`src/rtl/sound_pkg.sv`:
```
// Shared sound-path definitions: envelope states, amplitude, phase and sample widths.
// Used by the tone synthesiser and the sound-event timer.
package sound_pkg;

  typedef enum logic [1:0] {
    IDLE    = 2'd0,
    ATTACK  = 2'd1,
    SUSTAIN = 2'd2,
    RELEASE = 2'd3
  } env_state_t;

  localparam int unsigned AMP_W    = 8;
  localparam int unsigned AMP_MAX  = 255;
  localparam int unsigned PHASE_W  = 24;
  localparam int unsigned SAMPLE_W = 16;
  localparam int unsigned FREQ_W   = 10;
  localparam int unsigned INC_W    = 20;

  // Phases at or above this value are in the negative half of the square period.
  localparam logic [PHASE_W-1:0] PHASE_HALF = {1'b1, {(PHASE_W-1){1'b0}}};

endpackage

```
`src/rtl/tone_phase_acc.sv`:
```
// 24-bit wrapping phase accumulator for the tone synthesiser.
// Ports: clk, resetN (sync, active-low), step_en (advance one sample),
//        clear (zero phase on a step), tone_freq (Hz),
//        phase_next (phase after this step, combinational), phase (registered).
module tone_phase_acc
  import sound_pkg::*;
#(
  parameter int unsigned INC_MULT = 350
) (
  input  logic               clk,
  input  logic               resetN,
  input  logic               step_en,
  input  logic               clear,
  input  logic [FREQ_W-1:0]  tone_freq,
  output logic [PHASE_W-1:0] phase_next,
  output logic [PHASE_W-1:0] phase
);

  logic [INC_W-1:0]   inc;
  logic [PHASE_W-1:0] phase_q;
  logic [PHASE_W-1:0] phase_d;

  // Per-sample increment, zero-extended into the accumulator width.
  assign inc        = INC_W'(tone_freq) * INC_W'(INC_MULT);
  assign phase_next = phase_q + PHASE_W'(inc);
  assign phase      = phase_q;

  always_comb begin
    phase_d = phase_q;
    if (step_en) begin
      phase_d = clear ? '0 : phase_next;
    end
  end

  always_ff @(posedge clk) begin
    if (!resetN) begin
      phase_q <= '0;
    end else begin
      phase_q <= phase_d;
    end
  end

endmodule

```
`src/rtl/tone_envelope_synth.sv`:
```
// Square-wave tone synthesiser with attack/sustain/release amplitude envelope.
// Ports: clk, resetN (sync, active-low), tone_en (tone request level),
//        tone_freq (Hz, 0 = silence), sample_req (codec strobe),
//        sample (signed output sample), sample_valid (one-cycle update pulse),
//        square_out (raw square for a buzzer), busy (envelope not idle).
module tone_envelope_synth
  import sound_pkg::*;
#(
  parameter int unsigned INC_MULT     = 350,
  parameter int unsigned ATTACK_STEP  = 32,
  parameter int unsigned RELEASE_STEP = 16
) (
  input  logic                       clk,
  input  logic                       resetN,
  input  logic                       tone_en,
  input  logic [FREQ_W-1:0]          tone_freq,
  input  logic                       sample_req,
  output logic signed [SAMPLE_W-1:0] sample,
  output logic                       sample_valid,
  output logic                       square_out,
  output logic                       busy
);

  env_state_t          state_q, state_d;
  logic [AMP_W-1:0]    amp_q, amp_d;
  logic [SAMPLE_W-1:0] sample_q, sample_d;
  logic                valid_q, valid_d;
  logic                square_q, square_d;
  logic                busy_q, busy_d;

  logic [PHASE_W-1:0]  phase_next;
  logic [PHASE_W-1:0]  phase_cur;
  logic                phase_clear;

  logic [AMP_W:0]      amp_up9, amp_dn9;
  logic [AMP_W-1:0]    amp_up, amp_dn;
  logic [SAMPLE_W-1:0] mag;
  logic                do_attack, do_release;

  tone_phase_acc #(
    .INC_MULT (INC_MULT)
  ) u_phase (
    .clk        (clk),
    .resetN     (resetN),
    .step_en    (sample_req),
    .clear      (phase_clear),
    .tone_freq  (tone_freq),
    .phase_next (phase_next),
    .phase      (phase_cur)
  );

  // Saturating amplitude steps in 9 bits; a borrow into bit 8 means underflow.
  assign amp_up9 = {1'b0, amp_q} + (AMP_W+1)'(ATTACK_STEP);
  assign amp_dn9 = {1'b0, amp_q} - (AMP_W+1)'(RELEASE_STEP);
  assign amp_up  = (amp_up9 > (AMP_W+1)'(AMP_MAX)) ? AMP_W'(AMP_MAX) : amp_up9[AMP_W-1:0];
  assign amp_dn  = amp_dn9[AMP_W] ? '0 : amp_dn9[AMP_W-1:0];

  // Sustain holds while enabled; idle stays idle while disabled.
  assign do_attack  = tone_en && (state_q != SUSTAIN);
  assign do_release = !tone_en && (state_q != IDLE);

  // Phase restarts from zero whenever the envelope lands in IDLE.
  assign phase_clear = (state_d == IDLE);

  // Envelope next state, amplitude and sample formatting.
  always_comb begin
    state_d  = state_q;
    amp_d    = amp_q;
    sample_d = sample_q;
    valid_d  = 1'b0;
    mag      = '0;
    if (sample_req) begin
      if (do_attack) begin
        amp_d   = amp_up;
        state_d = (amp_up == AMP_W'(AMP_MAX)) ? SUSTAIN : ATTACK;
      end else if (do_release) begin
        amp_d   = amp_dn;
        state_d = (amp_dn == '0) ? IDLE : RELEASE;
      end
      mag      = SAMPLE_W'({amp_d, 7'b0});
      sample_d = (phase_next >= PHASE_HALF) ? (SAMPLE_W'(0) - mag) : mag;
      valid_d  = 1'b1;
    end
    busy_d   = (state_d != IDLE);
    square_d = busy_d && (sample_req ? (phase_next >= PHASE_HALF) : (phase_cur >= PHASE_HALF));
  end

  always_ff @(posedge clk) begin
    if (!resetN) begin
      state_q  <= IDLE;
      amp_q    <= '0;
      sample_q <= '0;
      valid_q  <= 1'b0;
      square_q <= 1'b0;
      busy_q   <= 1'b0;
    end else begin
      state_q  <= state_d;
      amp_q    <= amp_d;
      sample_q <= sample_d;
      valid_q  <= valid_d;
      square_q <= square_d;
      busy_q   <= busy_d;
    end
  end

  assign sample       = sample_q;
  assign sample_valid = valid_q;
  assign square_out   = square_q;
  assign busy         = busy_q;

endmodule

```
`config.mk`:
```
export PLATFORM = sky130hd
export DESIGN_NAME = tone_envelope_synth
export DESIGN_NICKNAME = d
export VERILOG_FILES = /design/src/rtl/sound_pkg.sv /design/src/rtl/tone_phase_acc.sv /design/src/rtl/tone_envelope_synth.sv
export SDC_FILE = /design/constraint.sdc
export NUM_CORES = 1
export LEC_CHECK = 0
export ABC_AREA = 1
export CAP_MARGIN = 15
export CORE_UTILIZATION = 50
export DETAILED_ROUTE_END_ITERATION = 7
export PLACE_DENSITY = 0.8
export SLEW_MARGIN = 10
export SYNTH_ARGS = -nofsm -noshare
export SYNTH_HDL_FRONTEND = slang
export SYNTH_SLANG_ARGS = --single-unit
```
`constraint.sdc`:
```
create_clock -name clk -period 6.86 [get_ports clk]
set_clock_uncertainty 0.1 [all_clocks]
set_input_delay 0.686 -clock clk [delete_from_list [all_inputs] [get_ports clk]]
set_output_delay 0.686 -clock clk [all_outputs]
set_load 0.005 [all_outputs]
```
==> flow_summary.yaml <==
min_path:
  holdCritStartpoint: "sample[8]$_SDFFE_PN0P_"
  hold_path_class: "reg -> reg"
clock_network:
  clk_latency_ns: 0.31
  cts.htree.levels: 2
  post_cts_buffers: 0
  hold_buffers: 0
  cts.clk_slew.worst_paths_ns: 0.08
  numCtsBuffers: 5
  cts_tree: "yes"
  cts_sinks: 44
  clockBufferDepth: 2
  cts-resized-gates: 0
  clockRootBuffer: "clkbuf_8"
routing:
  drt_first_pass_iters: 5
  ant_nets: 0
  viasPerCell: 5.06
  drt_iter0_drc: 293
  post_drt_wl_per_cell_um: 12.0
  drt-total-wl_um: 11000
  vias: 4635
  drc: 0
setup_path:
  cp.arrival_ns: 6.33
  crit_slowest_cell: "clkdlybuf4s50_1"
  startpoint_type: "primary input"
  end_kind: "flop"
  crit_top_cell: "inv_1"
  r2r_start: "amp_q[5]$_SDFFE_PN0P_"
  crit_start: "tone_freq[3]"
  required_ns: 6.99
  crit_path_max_incr_delay_ns: 0.54
  critPathKind: "in -> reg"
  cp_max_fo: 12
layout:
  diodes: 0
  nNetsFinal: 898
  regArea_um2: 881
  multi_input_area_um2: 3840
  syn_to_final_growth_pct: 7.97
  drive_gt1_share_pct: 7.56
  nFillCells: 1002
sta:
  post-route-period-util_pct: 90.3
  slew_viol_final: 0
  setup_viol: 0
  relSlewSlack_pct: 37.3
  finalHoldViolCount: 0
  max_freq_ghz: 0.161
  tightest_slew_ns: 0.939
  rsz0062_at_grt: "no"
  post-route-min-period_ns: 6.20
  final.setup.tns_ns: 0
yosys:
  synth_top_area_share_pct: 17.4
  yosysSeqAreaShare_pct: 16.4
  synth_edf_count: 0
  async_reset_ff_share_pct: 0
  ys.flop_type: "dfxtp_1"
  syn_inst: 757
  ys_types: 44
  ys_warn_count: 0
  yosysTopAreaCell: "ha_1"
  syn_avg_cell_area_um2: 7.11
  synth_area_leaders: "ha_1 17%, dfxtp_1 16%, nand2_1 12%, fa_1 11%, inv_1 9.5%"
  netlist_area_um2: 5380
  synth-seq-cells: 44
global_routing:
  grt_max_degree: 22
  grt_first_pass_wirelength_um: 18500
  overflow: 0
  antenna_found_initial: 0
  grt_usage_pct: 20.2
  grt_pass1_vias: 4199
pwr:
  p_seq_share_pct: 14.5
  internal_power_w: 0.00103
  p_per_area_nw_per_um2: 374
  pwr-share-clk_pct: 9.4
  irDropWorstVdd_v: 0.000234
  p_leak_nw: 3.15
  p_sw_w: 0.00115
  p_sw_share_pct: 52.8
  power_w: 0.00218
  comb_power_share_pct: 76.1
place:
  portBuffers: 25
  dp_hpwl_um: 8860
  gp_congestion: 0.929
run_status:
  status: "completed"
die:
  rows: 37
  dieArea_um2: 11200
  fp.dieW_um: 106
  fp.coreArea_um2: 10400
  die_h_um: 106
  io_pins: 33
  start_util_pct: 51.9
run:
  drv_cap: 0
-- area by class of cell --
cell class,count,area share (%)
Inverter,146,9.43
Multi-Input combinational cell,555,66.1
Clock buffer,6,1.25
Timing Repair Buffer,27,4.56
Tap cell,136,2.93
Clock inverter,2,0.603
Sequential cell,44,15.2
-- critical path, delay by kind of cell --
kind,cells,cell delay [ns]
adders and majority gates,6,2.69
AOI/OAI and AO/OA,7,1.03
buffers and inverters,5,0.73
xor gates and xnor gates,1,0.18
and+or+nand+nor,8,1.00
-- placed cells by master, fill, tap and decap left out, types with 11 or more instances in the layout --
cell,netlist,layout
o21ai_0,18,18
a21oi_1,42,42
nor2_1,44,44
nand3_2,13,13
clkdlybuf4s50_1,0,25
ha_1,75,75
fa_1,30,30
nand2_2,13,13
xnor2_1,13,13
nand2_1,175,175
dfxtp_1,44,44
nand3_1,50,50
nand4_1,11,11
xor2_1,17,17
inv_1,136,136
-- per-stage QoR --
step           hold slack, ns  instances  cell area [um2]  util, %  setup WS, ns
2_1_floorplan           0.333        763             5410        -          1.44
3_3_place_gp            0.348        908             5710     55.0         0.528
3_5_place_dp            0.349        908             5710     55.0         0.382
4_1_cts                 0.362        916             5810     56.1         0.690
5_1_grt                 0.372        916             5810     56.1         0.187
6_report                0.361        916             5810     56.1         0.664
-- routing by layer --
metal	wire [um]	vias up	track usage, %
li1	-	2432	-
met1	5630	2096	29.4
met2	4730	91	31.5
met3	481	16	2.35
met4	161	0	4.96
met5	0	-	0
-- state kept, by name, summed over array words and instances (netlist names) --
signal / cells
sample: 8
u_phase.phase: 23
amp_q: 8
busy: 1
sample_valid: 1
square_out: 1
state_q: 2
-- cell families after synthesis --
family / Yosys count / share of synthesized area, %
AOI/OAI and AO/OA: 92 / 9.97
and+or+nand+nor: 321 / 27.4
other: 1 / 0.0697
xor gates and xnor gates: 30 / 4.88
DFF: 44 / 16.4
adders and majority gates: 105 / 28.6
buffers and inverters: 164 / 12.7
-- worst paths after layout --
check                                         to  slack (ns)  depth (start not counted)
hold / removal            sample[8]$_SDFFE_PN0P_        0.36                          2
setup / recovery  u_phase.phase[23]$_SDFFE_PN0P_        0.66                         27
hold reg to reg           sample[8]$_SDFFE_PN0P_        0.36                          2
setup reg to reg         sample[13]$_SDFFE_PN0P_        4.34                         17
-- synth_stat cells, drive strengths merged, types with 2 or more instances --
cell	count
nand4	11
a21o	3
o21bai	2
fa	30
xor2	17
nor3	5
a31oi	3
inv	144
a21boi	2
o22ai	5
o21ai	27
a21oi	44
nand2	191
o211ai	2
buf	14
nor2	49
clkbuf	4
clkinv	2
a211oi	2
ha	75
dfxtp	44
xnor2	13
nand3	64
-- power groups by stage --
stage / Clock, W / Combinational (W) / Sequential (W)
after detailed placement: 0 / 0.00163 / 0.000320
after global routing: 0.000220 / 0.00187 / 0.000319
after global placement: 0 / 0.00161 / 0.000320
after CTS: 0.000207 / 0.00164 / 0.000315
after floorplan: 0 / 0.00134 / 0.000315
final: 0.000205 / 0.00165 / 0.000315
Power figures use the tool's default switching activity.
